**src/rtl/tx_fc_credit_gate.sv**
```systemverilog
// Transmit-side PCIe VC0 flow-control credit gate: tracks CL/CC for PH/PD/NPH/NPD/CplH/CplD
// and grants or stalls outgoing TLPs using the modular credit check.
module tx_fc_credit_gate #(
    parameter int HDR_W  = 8,
    parameter int DATA_W = 12
) (
    input  logic              tx_clk,
    input  logic              tx_rst_n,
    input  logic              fc_upd_valid,
    input  logic              fc_upd_init,
    input  logic [1:0]        fc_upd_class,
    input  logic [HDR_W-1:0]  fc_upd_hdr,
    input  logic [DATA_W-1:0] fc_upd_data,
    input  logic              tlp_valid,
    input  logic [1:0]        tlp_class,
    input  logic              tlp_has_data,
    input  logic [DATA_W-1:0] tlp_data_cred,
    output logic              tlp_ready,
    output logic              tlp_grant,
    output logic              fc_init_done,
    output logic [5:0]        credit_blocked
);

    localparam logic ST_INIT   = 1'b0;
    localparam logic ST_ACTIVE = 1'b1;

    localparam logic [HDR_W-1:0]  HDR_HALF  = {1'b1, {(HDR_W-1){1'b0}}};
    localparam logic [DATA_W-1:0] DATA_HALF = {1'b1, {(DATA_W-1){1'b0}}};

    logic              r_state;
    logic [2:0]        r_seen;
    logic [HDR_W-1:0]  r_cl_h [3];
    logic [HDR_W-1:0]  r_cc_h [3];
    logic [DATA_W-1:0] r_cl_d [3];
    logic [DATA_W-1:0] r_cc_d [3];
    logic [2:0]        r_inf_h;
    logic [2:0]        r_inf_d;
    logic              r_grant;
    logic              r_init_done;
    logic [5:0]        r_blocked;

    logic              w_active;
    logic              w_cls_ok;
    logic [1:0]        w_cls_idx;
    logic [HDR_W-1:0]  w_h_space;
    logic [DATA_W-1:0] w_d_space;
    logic              w_hdr_ok;
    logic              w_eff_data;
    logic              w_data_ok;
    logic              w_req;
    logic              w_hs;
    logic [2:0]        w_init_ld;
    logic [2:0]        w_upd_ld;
    logic [2:0]        w_seen_nxt;
    logic [5:0]        w_blocked;

    assign w_active  = (r_state == ST_ACTIVE);
    assign w_cls_ok  = (tlp_class != 2'b11);
    // Reserved class never reaches the array lookup; it is masked out of w_req.
    assign w_cls_idx = w_cls_ok ? tlp_class : 2'b00;

    assign w_h_space  = r_cl_h[w_cls_idx] - (r_cc_h[w_cls_idx] + 1'b1);
    assign w_hdr_ok   = r_inf_h[w_cls_idx] | (w_h_space <= HDR_HALF);
    assign w_eff_data = tlp_has_data & (tlp_data_cred != '0);
    assign w_d_space  = r_cl_d[w_cls_idx] - (r_cc_d[w_cls_idx] + tlp_data_cred);
    assign w_data_ok  = ~w_eff_data | r_inf_d[w_cls_idx] | (w_d_space <= DATA_HALF);

    assign w_req     = w_active & tlp_valid & w_cls_ok;
    assign tlp_ready = w_req & w_hdr_ok & w_data_ok;
    assign w_hs      = tlp_valid & tlp_ready;

    always_comb begin
        w_init_ld = '0;
        w_upd_ld  = '0;
        for (int c = 0; c < 3; c++) begin
            w_init_ld[c] = ~w_active & fc_upd_valid & fc_upd_init & (fc_upd_class == 2'(c));
            w_upd_ld[c]  = w_active & fc_upd_valid & ~fc_upd_init & (fc_upd_class == 2'(c));
        end
    end

    assign w_seen_nxt = r_seen | w_init_ld;

    always_comb begin
        w_blocked = '0;
        if (w_req) begin
            w_blocked[{w_cls_idx, 1'b0}] = ~w_hdr_ok;
            w_blocked[{w_cls_idx, 1'b1}] = ~w_data_ok;
        end
    end

    always_ff @(posedge tx_clk or negedge tx_rst_n) begin
        if (!tx_rst_n) begin
            r_state     <= ST_INIT;
            r_seen      <= '0;
            r_inf_h     <= '0;
            r_inf_d     <= '0;
            r_grant     <= 1'b0;
            r_init_done <= 1'b0;
            r_blocked   <= '0;
            for (int c = 0; c < 3; c++) begin
                r_cl_h[c] <= '0;
                r_cc_h[c] <= '0;
                r_cl_d[c] <= '0;
                r_cc_d[c] <= '0;
            end
        end else begin
            r_grant   <= w_hs;
            r_blocked <= w_blocked;
            r_seen    <= w_seen_nxt;
            if (!w_active && (w_seen_nxt == 3'b111)) begin
                r_state     <= ST_ACTIVE;
                r_init_done <= 1'b1;
            end
            for (int c = 0; c < 3; c++) begin
                // A zero field in InitFC means infinite; later UpdateFCs leave it alone.
                if (w_init_ld[c]) begin
                    r_cl_h[c]  <= fc_upd_hdr;
                    r_inf_h[c] <= (fc_upd_hdr == '0);
                    r_cl_d[c]  <= fc_upd_data;
                    r_inf_d[c] <= (fc_upd_data == '0);
                end else if (w_upd_ld[c]) begin
                    if (!r_inf_h[c]) r_cl_h[c] <= fc_upd_hdr;
                    if (!r_inf_d[c]) r_cl_d[c] <= fc_upd_data;
                end
                if (w_hs && (w_cls_idx == 2'(c))) begin
                    if (!r_inf_h[c]) r_cc_h[c] <= r_cc_h[c] + 1'b1;
                    if (w_eff_data && !r_inf_d[c]) r_cc_d[c] <= r_cc_d[c] + tlp_data_cred;
                end
            end
        end
    end

    assign tlp_grant      = r_grant;
    assign fc_init_done   = r_init_done;
    assign credit_blocked = r_blocked;

endmodule

```
**config.mk**
```make
export PLATFORM = sky130hd
export DESIGN_NAME = tx_fc_credit_gate
export DESIGN_NICKNAME = d
export VERILOG_FILES = /design/src/rtl/tx_fc_credit_gate.sv
export SDC_FILE = /design/constraint.sdc
export NUM_CORES = 1
export LEC_CHECK = 0
export CAP_MARGIN = 20
export CORE_ASPECT_RATIO = 2
export CORE_MARGIN = 2
export CORE_UTILIZATION = 40
export DETAILED_ROUTE_END_ITERATION = 12
export HOLD_SLACK_MARGIN = 0.15
export SYNTH_ARGS = -nofsm -noshare
export SYNTH_HDL_FRONTEND = slang
export SYNTH_SLANG_ARGS = --single-unit
```
**constraint.sdc**
```tcl
create_clock -name tx_clk -period 9.4 [get_ports tx_clk]
set_input_delay 2.35 -clock tx_clk [delete_from_list [all_inputs] [get_ports tx_clk]]
set_output_delay 2.35 -clock tx_clk [all_outputs]
set_load 0.1 [all_outputs]
```
* Yosys cells after proc, flatten, opt, wreduce, memory -nomap -nowiden
Index checks and enable logic that the tools add are counted.
** Storage, ports and cells
- Logic and storage cells :: 156
- Output and inout bits :: 9
- Input port bits :: 42
- Register bits :: 137
** Cells by class
- Reductions and logical operators :: 33
- Multiplexer cells :: 41
- Equality and inequality tests :: 12
- Bitwise gates (word level) :: 30
- Order comparisons :: 8
- $add $sub $neg :: 10
** Operators with widths (number)
- 2-to-1 mux 12 bit :: 13
- 2-to-1 mux 8 bit :: 13
- adder 12 bit :: 4
- binary-select mux 12 bit (select 2 bit) :: 2
- adder 8 x 1 -> 8 bit, second input constant :: 4
- binary-select mux 8 bit (select 2 bit) :: 2
- AND reduction 2 bit :: 12
- bitwise AND 1 bit :: 16
- less-or-equal comparator 12 bit, second input constant :: 1
- logical NOT 12 bit :: 1
- != test 2 x 1 -> 1 bit, second input constant :: 6
- nonzero test 12 bit :: 1
- subtractor 12 bit :: 1
- logical AND 1 bit :: 9
- less-or-equal comparator 8 bit, second input constant :: 1
- logical NOT 8 bit :: 1
- < comparator 3 x 4 -> 1 bit, second input constant :: 2
- NOT 1 bit :: 8
- subtractor 8 bit :: 1
- bitwise AND 6 x 5 -> 6 bit :: 1
- bitwise mux 6 bit :: 1
- >= comparator 3 x 1 -> 1 bit, second input constant :: 2
- 2-to-1 mux 6 bit :: 1
- nonzero test 2 bit :: 3
- 15 further kinds :: 28

* Longest topological paths before layout
- Word-level depth :: 15
- Mapped depth :: 24
- Mapped depth without buffers :: 20

* Worst setup path after synthesis
OpenSTA, ideal clock, no wires.
- Kind :: input-to-output
- Start :: input port tlp_class[1]
- End :: output port tlp_ready
- Cell stages on the path :: 20
- Data arrival time :: 6326 ps
- Required time :: 7050 ps
- Buffers on the path :: 3
- Path slack :: 724 ps
- Cell sequence :: inv_1 > ha_1 > buf_6 > buf_2 > buf_1 > mux2i_1 > nor2_1 > a21oi_1 > fa_1 > inv_1 > ha_1 > a21oi_1 > nand2b_1 > nand2_1 > o221ai_1 > xor2_1 > a31oi_1 > nand3b_4 > nand3_2 > inv_1
** Between the ends
- Cells in the longest elaborated chain, start to end :: 12
** Ends and longest elaborated chain
- start, declared :: RTL line 15 : input logic [1:0] tlp_class,
- branches (longest 11 deep; another with adder 12 bit)
- bitwise AND 1 bit * :: RTL line 69 : assign tlp_ready = w_req & w_hdr_ok & w_data_ok;
- end, declared :: RTL line 18 : output logic tlp_ready,
Mark *: on every way between the ends. The select of a mux whose other input is x is not followed.

* Final worst setup path
- Start :: input port tlp_class[0]
- End :: output port tlp_ready
The elaborated chain is that of the path after synthesis.

==> metrics.yaml <==
antenna_found_initial: 0
nFillCells: 2107
p_leak_nw: 4.64
synth_nets: 982
cts_setup_buffers: 0
hold_path_end: "r_seen[0]"
final.period_utilization: 0.977
fp.coreArea_um2: 22000
rsz0062_at_grt: "false"
ys_warn_count: 0
synth_top_cell_by_area: "dfrtp_1"
power_frac_comb: 0.495
vdd_drop_max_mv: 0.147
grt_max_degree: 76
min_from: "r_seen[0]"
regToRegEndpoint: "r_cc_d[12]"
synth-compound-area-share: 0.112
p_int_mw: 1.87
yosys.area_share.simple: 0.127
area_delta_synth_final_pct: 15.8
startpoint_type: "input pin"
grt_pass1_vias: 7052
clk_pin_slew_ns: 0.06
avgRoutedWirePerCell_um: 19.4
setup_viol: 0
die_y_um: 215
rows: 77
vias_per_cell: 5.52
die_w_um: 110
finClkSkew_ns: 0.0116
path_class: "in -> out"
timing.fmax_ghz: 0.109
finalSetupTns_ns: 0
relSlewSlack: 0.357
async_reset_ff_frac: 1.00
p_sw_mw: 1.28
clkLatencyLatePin_ns: 0.44
portBuffers: 50
synth-seq-cells: 137
dp_hpwl_um: 17800
ctsHoldBuffers: 0
synth.area.top_cells: "dfrtp_1 (38%), mux2_2 (11%), ha_1 (8.1%)"
seqPwrFrac: 0.295
netlist_top_cells_count: "dfrtp_1 (137), mux2_2 (88), o21ai_0 (76)"
ios: 51
cts_resized: 0
cts_buffer_depth: 2
wl_um: 23500
nets: 1037
grt_overflow: 0
reg2reg_depth: 16
synth_area_um2: 8900
finalHoldViolations: 0
cts_tree: "built"
synth_top_area_share: 0.385
die_area_um2: 23500
min_path_type: "reg -> reg"
drtIter0Drc: 215
synth_top_family_by_area: "multiplexers"
status: "finished clean"
cts-htree-levels: 4
grt_pass1_wl_um: 37500
finalWorstPathRequiredPeriod_ns: 9.18
maxCapViolCount: 0
grt_usage: 0.213
numClockSinks: 137
ys_types: 61
synth-seq-area-share: 0.385
root_buffer: "clkbuf_16"
synth_fa_ha_area_frac: 0.115
drc_errors: 0
synth_most_common_cell: "dfrtp_1"
avgSynthCellArea_um2: 10.3
seqCellArea_um2: 3430
synth_edf_count: 0
cp_max_fo: 20
multi_input_area_um2: 5150
synth_top_flop_cell: "dfrtp_1"
initial_utilization: 0.405
drive_gt1_frac: 0.172
clockPowerShare: 0.210
numCtsBuffers: 17
insertedDiodeCount: 0
drtPass1Iterations: 4
crit_required_ns: 7.05
setup.worst_path.end_class: "primary output"
ant_nets: 0
crit_arrival_ns: 6.83
p_total_mw: 3.15
p_per_area_nw_per_um2: 306
worst_slew_pin_slew_ns: 0.961
syn_inst: 867
p_sw_frac: 0.406
synth_mux_area_frac: 0.161
report.final.slew_viol_count: 0
reg2reg_slack_ns: 4.95
hold_depth: 1
synthXorXnorAreaFrac: 0.0629
num_vias: 6675
place.gp.congestion: 0.929
r2r-start: "r_cc_d[28]"
==> cell families (layout without fill, tap and decap cells) <==
kind of cell,after synthesis,count (layout)
compound gates,167,167
flops,137,137
mux,131,131
fa+ha+maj,73,73
simple gates,214,214
buf+inv,81,148
xor+xnor,64,64
==> per-layer routing <==
layer	global-route usage	routed length, um	vias up
met1	0.217	8650	3305
met4	0.106	1020	0
li1	-	-	3184
met2	0.402	13300	123
met5	0	0	-
met3	0.0340	507	63
==> worst max-delay path: stages <==
cell and delay, ns:
clkdlybuf4s50_1 0.57, ha_2 0.51, buf_4 0.44, mux2i_1 0.25, o21ai_0 0.13, fa_1 0.52
inv_1 0.04, ha_1 0.38, a21oi_1 0.28, nor2_1 0.07, a31oi_1 0.17, nand4_1 0.12
and4b_1 0.27, a31oi_1 0.12, nand3b_4 0.12, nand3_2 0.08, inv_1 0.18, buf_12 0.21
==> layout make-up <==
type	count	area share
Multi-Input combinational cell	649	0.500
Clock inverter	10	0.0115
Clock buffer	21	0.0437
Sequential cell	137	0.333
Inverter	53	0.0193
Tap cell	276	0.0335
Timing Repair Buffer	64	0.0598
==> metrics by stage <==
step	std cells	util	hold WS [ns]	cell area (um^2)	setup slack (ns)
floorplan	867	-	0.426	8900	0.724
global placement	1179	0.443	0.447	9740	0.377
detailed placement	1179	0.443	0.449	9740	0.259
CTS	1210	0.469	0.466	10300	0.245
global route	1210	0.469	0.487	10300	0.0195
finish	1210	0.469	0.458	10300	0.218
==> worst max-delay path by stage <==
stage            startpoint        end  cells after the start
6_report       tlp_class[0]  tlp_ready                     18
5_1_grt        tlp_class[0]  tlp_ready                     18
4_1_cts        tlp_class[0]  tlp_ready                     18
3_5_place_dp   tlp_class[0]  tlp_ready                     18
3_3_place_gp   tlp_class[0]  tlp_ready                     18
2_1_floorplan  tlp_class[1]  tlp_ready                     20
==> power by group through the flow <==
stage,Clock (mW),Combinational (mW),Sequential [mW]
2_1_floorplan,0,1.19,0.920
3_3_place_gp,0,1.53,0.938
3_5_place_dp,0,1.56,0.940
4_1_cts,0.677,1.56,0.930
5_1_grt,0.700,1.75,0.954
6_report,0.663,1.56,0.930
==> cell usage in the layout, fill, tap and decap left out, types with 15 or more instances in the layout <==
cell type        count
fa_1                15
clkdlybuf4s50_1     48
xnor2_1             30
inv_1               52
nor2_1              58
ha_1                56
clkbuf_16           17
o21ai_0             76
nand2_1             44
a21oi_1             33
mux2_2              88
xor2_1              34
dfrtp_1            137
mux2i_1             40
nor3_1              28
==> flip-flops by register name, indices dropped and copies added, names as in the netlist <==
signal	flops
credit_blocked	6
fc_init_done	1
r_cc_d	36
r_cc_h	24
r_cl_d	36
r_cl_h	24
r_inf_d	3
r_inf_h	3
r_seen	3
tlp_grant	1
(Power assumes the default switching activity.)
